`config.mk`:
```
export PLATFORM = sky130hd
export DESIGN_NAME = alu_sequencer_flat
export DESIGN_NICKNAME = d
export VERILOG_FILES = /design/src/rtl/alu_seq_if.sv /design/src/rtl/alu_sequencer.sv /design/src/flat_wrapper.sv
export SDC_FILE = /design/constraint.sdc
export NUM_CORES = 1
export LEC_CHECK = 0
export ABC_AREA = 1
export CORE_MARGIN = 2
export CORE_UTILIZATION = 34
export CTS_CLUSTER_SIZE = 40
export DETAILED_ROUTE_END_ITERATION = 12
export MAX_ROUTING_LAYER = met4
export PLACE_DENSITY = 0.82
export SLEW_MARGIN = 0
export SYNTH_ARGS = -nofsm -noshare
export SYNTH_HDL_FRONTEND = slang
export SYNTH_SLANG_ARGS = --single-unit
```
`constraint.sdc`:
```
create_clock -name clk -period 2.3 [get_ports clk]
set_input_delay 0.69 -clock clk [delete_from_list [all_inputs] [get_ports clk]]
set_output_delay 0.69 -clock clk [all_outputs]
set_load 0.01 [all_outputs]
```
`src/rtl/alu_seq_if.sv`:
```
// Control bundle between the ALU sequencer and the datapath.
// The sequencer drives the enables, strobes and OP. It receives Run and the IR feedback.
interface alu_seq_if #(
    parameter int NREGS = 16
);
    logic             run_i;
    logic [31:0]      ir_i;
    logic             pc_out_o;
    logic             mar_in_o;
    logic             inc_pc_o;
    logic             pc_in_o;
    logic             read_o;
    logic             mdr_in_o;
    logic             mdr_out_o;
    logic             ir_in_o;
    logic             y_in_o;
    logic             z_low_in_o;
    logic             z_high_in_o;
    logic             z_low_out_o;
    logic [NREGS-1:0] r_in_o;
    logic [NREGS-1:0] r_out_o;
    logic [4:0]       op_o;
    logic             halted_o;
    logic [2:0]       step_o;

    modport master (
        input  run_i, ir_i,
        output pc_out_o, mar_in_o, inc_pc_o, pc_in_o, read_o, mdr_in_o,
               mdr_out_o, ir_in_o, y_in_o, z_low_in_o, z_high_in_o,
               z_low_out_o, r_in_o, r_out_o, op_o, halted_o, step_o
    );

    modport slave (
        output run_i, ir_i,
        input  pc_out_o, mar_in_o, inc_pc_o, pc_in_o, read_o, mdr_in_o,
               mdr_out_o, ir_in_o, y_in_o, z_low_in_o, z_high_in_o,
               z_low_out_o, r_in_o, r_out_o, op_o, halted_o, step_o
    );
endinterface

```
`src/rtl/alu_sequencer.sv`:
```
// Hardwired T0-T5 control sequencer for the fetch cycle and reg-reg ALU ops.
// Fixed enables are registered from the next state. The IR-dependent strobes,
// Yin and OP are decoded from the state register and the IR held in the datapath.
module alu_sequencer #(
    parameter int NREGS = 16
) (
    input  logic      clk,
    input  logic      rst,
    alu_seq_if.master bus
);

    typedef enum logic [2:0] {
        IDLE = 3'd0,
        T0   = 3'd1,
        T1   = 3'd2,
        T2   = 3'd3,
        T3   = 3'd4,
        T4   = 3'd5,
        T5   = 3'd6,
        HALT = 3'd7
    } state_t;

    state_t state_q, state_d;

    logic pc_out_q, mar_in_q, inc_pc_q, pc_in_q, read_q, mdr_in_q;
    logic mdr_out_q, ir_in_q, z_low_in_q, z_high_in_q, z_low_out_q, halted_q;

    logic [4:0]       opcode;
    logic [3:0]       ra, rb, rc;
    logic [4:0]       op_dec;
    logic             op_valid;
    logic [NREGS-1:0] r_in, r_out;
    logic             unused_ir;

    assign opcode    = bus.ir_i[31:27];
    assign ra        = bus.ir_i[26:23];
    assign rb        = bus.ir_i[22:19];
    assign rc        = bus.ir_i[18:15];
    assign unused_ir = ^bus.ir_i[14:0];

    // Opcode to ALU OP code. Anything not listed is unsupported and halts the machine.
    always_comb begin
        op_dec   = 5'b00000;
        op_valid = 1'b1;
        case (opcode)
            5'b00011: op_dec = 5'b00011; // add
            5'b00100: op_dec = 5'b00100; // sub
            5'b00101: op_dec = 5'b00101; // and
            5'b00110: op_dec = 5'b00110; // or
            5'b00111: op_dec = 5'b01000; // shr
            5'b01001: op_dec = 5'b01010; // shl
            5'b01010: op_dec = 5'b01011; // ror
            5'b01011: op_dec = 5'b01100; // rol
            default:  op_valid = 1'b0;
        endcase
    end

    // Next-state logic. Run is looked at only in IDLE and T5.
    always_comb begin
        state_d = state_q;
        case (state_q)
            IDLE:    state_d = bus.run_i ? T0 : IDLE;
            T0:      state_d = T1;
            T1:      state_d = T2;
            T2:      state_d = T3;
            T3:      state_d = op_valid ? T4 : HALT;
            T4:      state_d = T5;
            T5:      state_d = bus.run_i ? T0 : IDLE;
            default: state_d = HALT; // HALT is left only through reset
        endcase
    end

    // State register and registered fixed enables. Clear drops everything at once.
    always_ff @(posedge clk or posedge rst) begin
        if (rst) begin
            state_q     <= IDLE;
            pc_out_q    <= 1'b0;
            mar_in_q    <= 1'b0;
            inc_pc_q    <= 1'b0;
            pc_in_q     <= 1'b0;
            read_q      <= 1'b0;
            mdr_in_q    <= 1'b0;
            mdr_out_q   <= 1'b0;
            ir_in_q     <= 1'b0;
            z_low_in_q  <= 1'b0;
            z_high_in_q <= 1'b0;
            z_low_out_q <= 1'b0;
            halted_q    <= 1'b0;
        end else begin
            state_q     <= state_d;
            pc_out_q    <= (state_d == T0);
            mar_in_q    <= (state_d == T0);
            inc_pc_q    <= (state_d == T0);
            pc_in_q     <= (state_d == T1);
            read_q      <= (state_d == T1);
            mdr_in_q    <= (state_d == T1);
            mdr_out_q   <= (state_d == T2);
            ir_in_q     <= (state_d == T2);
            z_low_in_q  <= (state_d == T0) || (state_d == T4);
            z_high_in_q <= (state_d == T0) || (state_d == T4);
            z_low_out_q <= (state_d == T1) || (state_d == T5);
            halted_q    <= (state_d == HALT);
        end
    end

    // One-hot register strobes: Rb is read in T3, Rc in T4 and Ra is written in T5.
    generate
        for (genvar gi = 0; gi < NREGS; gi++) begin : g_strobe
            assign r_out[gi] = ((state_q == T3) && op_valid && (rb == 4'(gi)))
                             || ((state_q == T4) && (rc == 4'(gi)));
            assign r_in[gi]  = (state_q == T5) && (ra == 4'(gi));
        end
    endgenerate

    assign bus.pc_out_o    = pc_out_q;
    assign bus.mar_in_o    = mar_in_q;
    assign bus.inc_pc_o    = inc_pc_q;
    assign bus.pc_in_o     = pc_in_q;
    assign bus.read_o      = read_q;
    assign bus.mdr_in_o    = mdr_in_q;
    assign bus.mdr_out_o   = mdr_out_q;
    assign bus.ir_in_o     = ir_in_q;
    assign bus.y_in_o      = (state_q == T3) && op_valid;
    assign bus.z_low_in_o  = z_low_in_q;
    assign bus.z_high_in_o = z_high_in_q;
    assign bus.z_low_out_o = z_low_out_q;
    assign bus.r_in_o      = r_in;
    assign bus.r_out_o     = r_out;
    assign bus.op_o        = (state_q == T4) ? op_dec : 5'b00000;
    assign bus.halted_o    = halted_q;
    assign bus.step_o      = state_q;

endmodule

```
`src/flat_wrapper.sv`:
```
// flat-port wrapper written by rule: the top's interface ports become plain ports
module alu_sequencer_flat 
#(
    parameter int NREGS = 16
)
  (clk, rst, bus_run_i, bus_ir_i, bus_pc_out_o, bus_mar_in_o, bus_inc_pc_o, bus_pc_in_o, bus_read_o, bus_mdr_in_o, bus_mdr_out_o, bus_ir_in_o, bus_y_in_o, bus_z_low_in_o, bus_z_high_in_o, bus_z_low_out_o, bus_r_in_o, bus_r_out_o, bus_op_o, bus_halted_o, bus_step_o);
  alu_seq_if #(.NREGS(NREGS)) bus_i ();
  input  logic clk;
  input  logic rst;
  input wire logic [$bits(bus_i.run_i)-1:0] bus_run_i;
  input wire logic [$bits(bus_i.ir_i)-1:0] bus_ir_i;
  output wire logic [$bits(bus_i.pc_out_o)-1:0] bus_pc_out_o;
  output wire logic [$bits(bus_i.mar_in_o)-1:0] bus_mar_in_o;
  output wire logic [$bits(bus_i.inc_pc_o)-1:0] bus_inc_pc_o;
  output wire logic [$bits(bus_i.pc_in_o)-1:0] bus_pc_in_o;
  output wire logic [$bits(bus_i.read_o)-1:0] bus_read_o;
  output wire logic [$bits(bus_i.mdr_in_o)-1:0] bus_mdr_in_o;
  output wire logic [$bits(bus_i.mdr_out_o)-1:0] bus_mdr_out_o;
  output wire logic [$bits(bus_i.ir_in_o)-1:0] bus_ir_in_o;
  output wire logic [$bits(bus_i.y_in_o)-1:0] bus_y_in_o;
  output wire logic [$bits(bus_i.z_low_in_o)-1:0] bus_z_low_in_o;
  output wire logic [$bits(bus_i.z_high_in_o)-1:0] bus_z_high_in_o;
  output wire logic [$bits(bus_i.z_low_out_o)-1:0] bus_z_low_out_o;
  output wire logic [$bits(bus_i.r_in_o)-1:0] bus_r_in_o;
  output wire logic [$bits(bus_i.r_out_o)-1:0] bus_r_out_o;
  output wire logic [$bits(bus_i.op_o)-1:0] bus_op_o;
  output wire logic [$bits(bus_i.halted_o)-1:0] bus_halted_o;
  output wire logic [$bits(bus_i.step_o)-1:0] bus_step_o;
  assign bus_i.run_i = bus_run_i;
  assign bus_i.ir_i = bus_ir_i;
  assign bus_pc_out_o = bus_i.pc_out_o;
  assign bus_mar_in_o = bus_i.mar_in_o;
  assign bus_inc_pc_o = bus_i.inc_pc_o;
  assign bus_pc_in_o = bus_i.pc_in_o;
  assign bus_read_o = bus_i.read_o;
  assign bus_mdr_in_o = bus_i.mdr_in_o;
  assign bus_mdr_out_o = bus_i.mdr_out_o;
  assign bus_ir_in_o = bus_i.ir_in_o;
  assign bus_y_in_o = bus_i.y_in_o;
  assign bus_z_low_in_o = bus_i.z_low_in_o;
  assign bus_z_high_in_o = bus_i.z_high_in_o;
  assign bus_z_low_out_o = bus_i.z_low_out_o;
  assign bus_r_in_o = bus_i.r_in_o;
  assign bus_r_out_o = bus_i.r_out_o;
  assign bus_op_o = bus_i.op_o;
  assign bus_halted_o = bus_i.halted_o;
  assign bus_step_o = bus_i.step_o;
  alu_sequencer #(.NREGS(NREGS)) u_core (.clk(clk), .rst(rst), .bus(bus_i));
endmodule
```
==> metrics <==
Setup crit end kind=primary output; HPWL after DPL=2830 µm; drt pass-1 iters=4; number of synthesized register bits=9; RSZ-0062 raised after global routing=true; CTS tree=yes; Synth cell types=26; status=finished with violations; cts bufs inserted=3; stages on the worst setup path=10; Final Critical Period=2.45 ns; Critical Path Fanout Max=5; Yosys top cell area share=0.200; pwr dens=629 mW/mm²; CTS Sinks=9; Clock transition at path regs=0.07 ns; Initial Utilization=0.363; vias per cell=4.81; Crit path max-delay family=simple AND/OR/NAND/NOR gates; cell taking the most area after synthesis=dfrtp_1; total leakage power=1.12 nW; Ports=88; first-pass GRT wire length=6240 µm; total number of vias=1588; Die H=61.6 µm; Die ar.=0.00379 mm²; final hold vios=0; Wirelength per Cell=14.1 µm; worst-skew pair later-pin latency=0.26 ns; clock root buffer=clkbuf_4; largest net degree at the start of global routing=10; Worst Hold Path Cells=2; Top Metal Used=met4; final setup violation count=19; CP cell instances=buf_8 > inv_8 > nand3_4 > nor2_4 > nor2_4 > nand2_4 > nand2_8 > buf_12 > o21ai_2 > buf_2; worst setup path endpoint=bus_r_out_o[1]; Routed Antenna Nets=0; crit-path most repeated cell=nor2_4; power after layout=1.40 mW; failing checks=setup timing; DRT iter0 DRCs=61; vias in the first global route=1398; Yosys Warn Count=0; antenna cells=0; WP data arrival=1.76 ns; # placed instances=312; CP bufs+invs=4; wl on met1=1730 µm; Row Count=20; Worst Setup SP=bus_ir_i[31]; VDD IR max=0.288 mV; DRC=0; worst r2r src=u_core.bus.step_o[1]; fmax=409 MHz; pre-CTS WS=-0.951 ns; port bufs=71; Max-Cap Viols=0; HP Class=flop to flop; met3 WL=215 µm; CP max stage cell=buf_2; flop2flop setup slack=0.81 ns; global route overflow=0; met2 WL=2560 µm; capturing point of the worst reg2reg path=u_core.bus.z_low_in_o; mapped cell area=0.00113 mm²; Die X=61.6 µm; core area=0.00310 mm²; final-report max-slew violation count=0; fin nets=322; skew final=0.00580 ns; layout cells sized above 1=0.503; Critical Path Max Stage Delay=0.15 ns; H-Tree Depth=1; Clock Path Buffers=2; Cells after Synth=187; worst setup margin=-0.148 ns; non-filler instance count after layout=330; sequential area share after synthesis=0.200; fin crit share=1.06; Mean Syn Cell Area=6.02 µm²; Critical Path RT=1.61 ns; crit path launch type=input port; Crit Path Class=input port to primary output; main area contributors after synthesis=dfrtp_1 (20%), nand2_1 (18%), nor2_1 (13%); net count after synthesis=222; Area Overhead vs Synth=98.1%; initial antenna violation count=0; GR Util All Layers=0.222; r2r worst-path depth=7; drt total wl=4650 µm; routability cong.=0.843
==> power by group <==
group / internal [mW] / switching, mW / total (mW)
clock network: 0.0669 / 0.0625 / 0.129
logic: 0.473 / 0.514 / 0.987
registers: 0.232 / 0.0538 / 0.286
total: 0.772 / 0.630 / 1.40
==> cells in the final DEF (no fill, tap or decap), drive strengths merged, types with 2 or more instances in the layout <==
cell,instances
inv,31
buf,58
nand4,2
dlygate4sd2,10
nand2,57
clkbuf,15
o21ai,16
clkdlybuf4s15,8
nand3,9
clkdlybuf4s50,17
nor3,5
or2,2
dfrtp,9
nor2,42
==> per-stage QoR <==
| step | TNS [ns] | hold WS [ns] | util | instance area, µm² |
|---|---|---|---|---|
| floorplan | 0 | 0.518 | - | 1130 |
| global placement | -24.66 | 0.564 | 0.633 | 1970 |
| detailed placement | -25.37 | 0.569 | 0.633 | 1970 |
| CTS | -1.81 | 0.581 | 0.675 | 2100 |
| global route | -2.90 | 0.661 | 0.719 | 2230 |
| finish | -1.90 | 0.638 | 0.719 | 2230 |
==> worst reg2reg max path: stages (launching register included) <==
cell,delay [ns]
dfrtp_1,0.39
buf_4,0.14
buf_4,0.16
nand3_2,0.10
nand2_1,0.08
nand2_1,0.09
nand4_1,0.15
and3_1,0.26
==> worst min path at each step <==
stage | start | end | slack [ns]
after floorplan | rst | u_core.bus.halted_o | 0.52
after global placement | u_core.bus.step_o[2] | u_core.bus.pc_in_o | 0.56
after detailed placement | u_core.bus.step_o[2] | u_core.bus.pc_in_o | 0.57
after CTS | u_core.bus.step_o[2] | u_core.bus.pc_in_o | 0.58
after global routing | u_core.bus.step_o[0] | u_core.bus.step_o[2] | 0.66
final | u_core.bus.step_o[0] | u_core.bus.step_o[2] | 0.64
==> registers in the layout, indices dropped and copies added, names as in the netlist <==
register                cells
u_core.bus.z_low_in_o       1
u_core.bus.step_o           3
u_core.bus.halted_o         1
u_core.bus.pc_out_o         1
u_core.bus.pc_in_o          1
u_core.bus.z_low_out_o      1
u_core.bus.mdr_out_o        1
==> cells by family after synthesis <==
kind of cell,Yosys count,synth area share
compound gates,19,0.140
buf+inv,40,0.167
flops,9,0.200
other cells,1,0.00333
simple gates,118,0.490
==> synth_stat cells <==
master    number
nor3_4         4
buf_2          1
nor3_1         1
dfrtp_1        9
or2_4          1
o21a_1         1
and3_1         1
nand3_1        9
nor2_8         1
buf_4          7
o21ai_2       15
o221ai_1       1
nand2_2        1
inv_1         23
nor2_1        39
buf_6          1
or2_2          1
nand4_1        2
a21oi_1        1
nor2_2         2
nand2_1       55
inv_4          1
nand2_4        1
inv_2          7
o21ai_0        1
conb_1         1
==> routing by layer <==
metal | track usage | vias up
met2 | 0.414 | 75
li1 | - | 768
met5 | - | -
met4 | 0.0395 | 0
met1 | 0.264 | 727
met3 | 0.0126 | 18
==> layout make-up <==
cell class / count / area, µm²
fill: 263 / 872
clock buffer: 4 / 26.3
timing repair buffer: 104 / 887
sequential: 9 / 225
tap: 44 / 55.1
inverter: 31 / 139
multi-input combinational: 138 / 898
==> what timing repair did <==
| item | 4_1_cts | 5_1_grt |
|---|---|---|
| setup buffers | 11 | 2 |
| endpoints found under the setup margin | 37 | 37 |
| pin swaps | 14 | 18 |
| hold buffers | 0 | 0 |
| cloned | 1 | 0 |
| gates resized for setup | 176 | 68 |
Power figures use the tool's default switching activity.
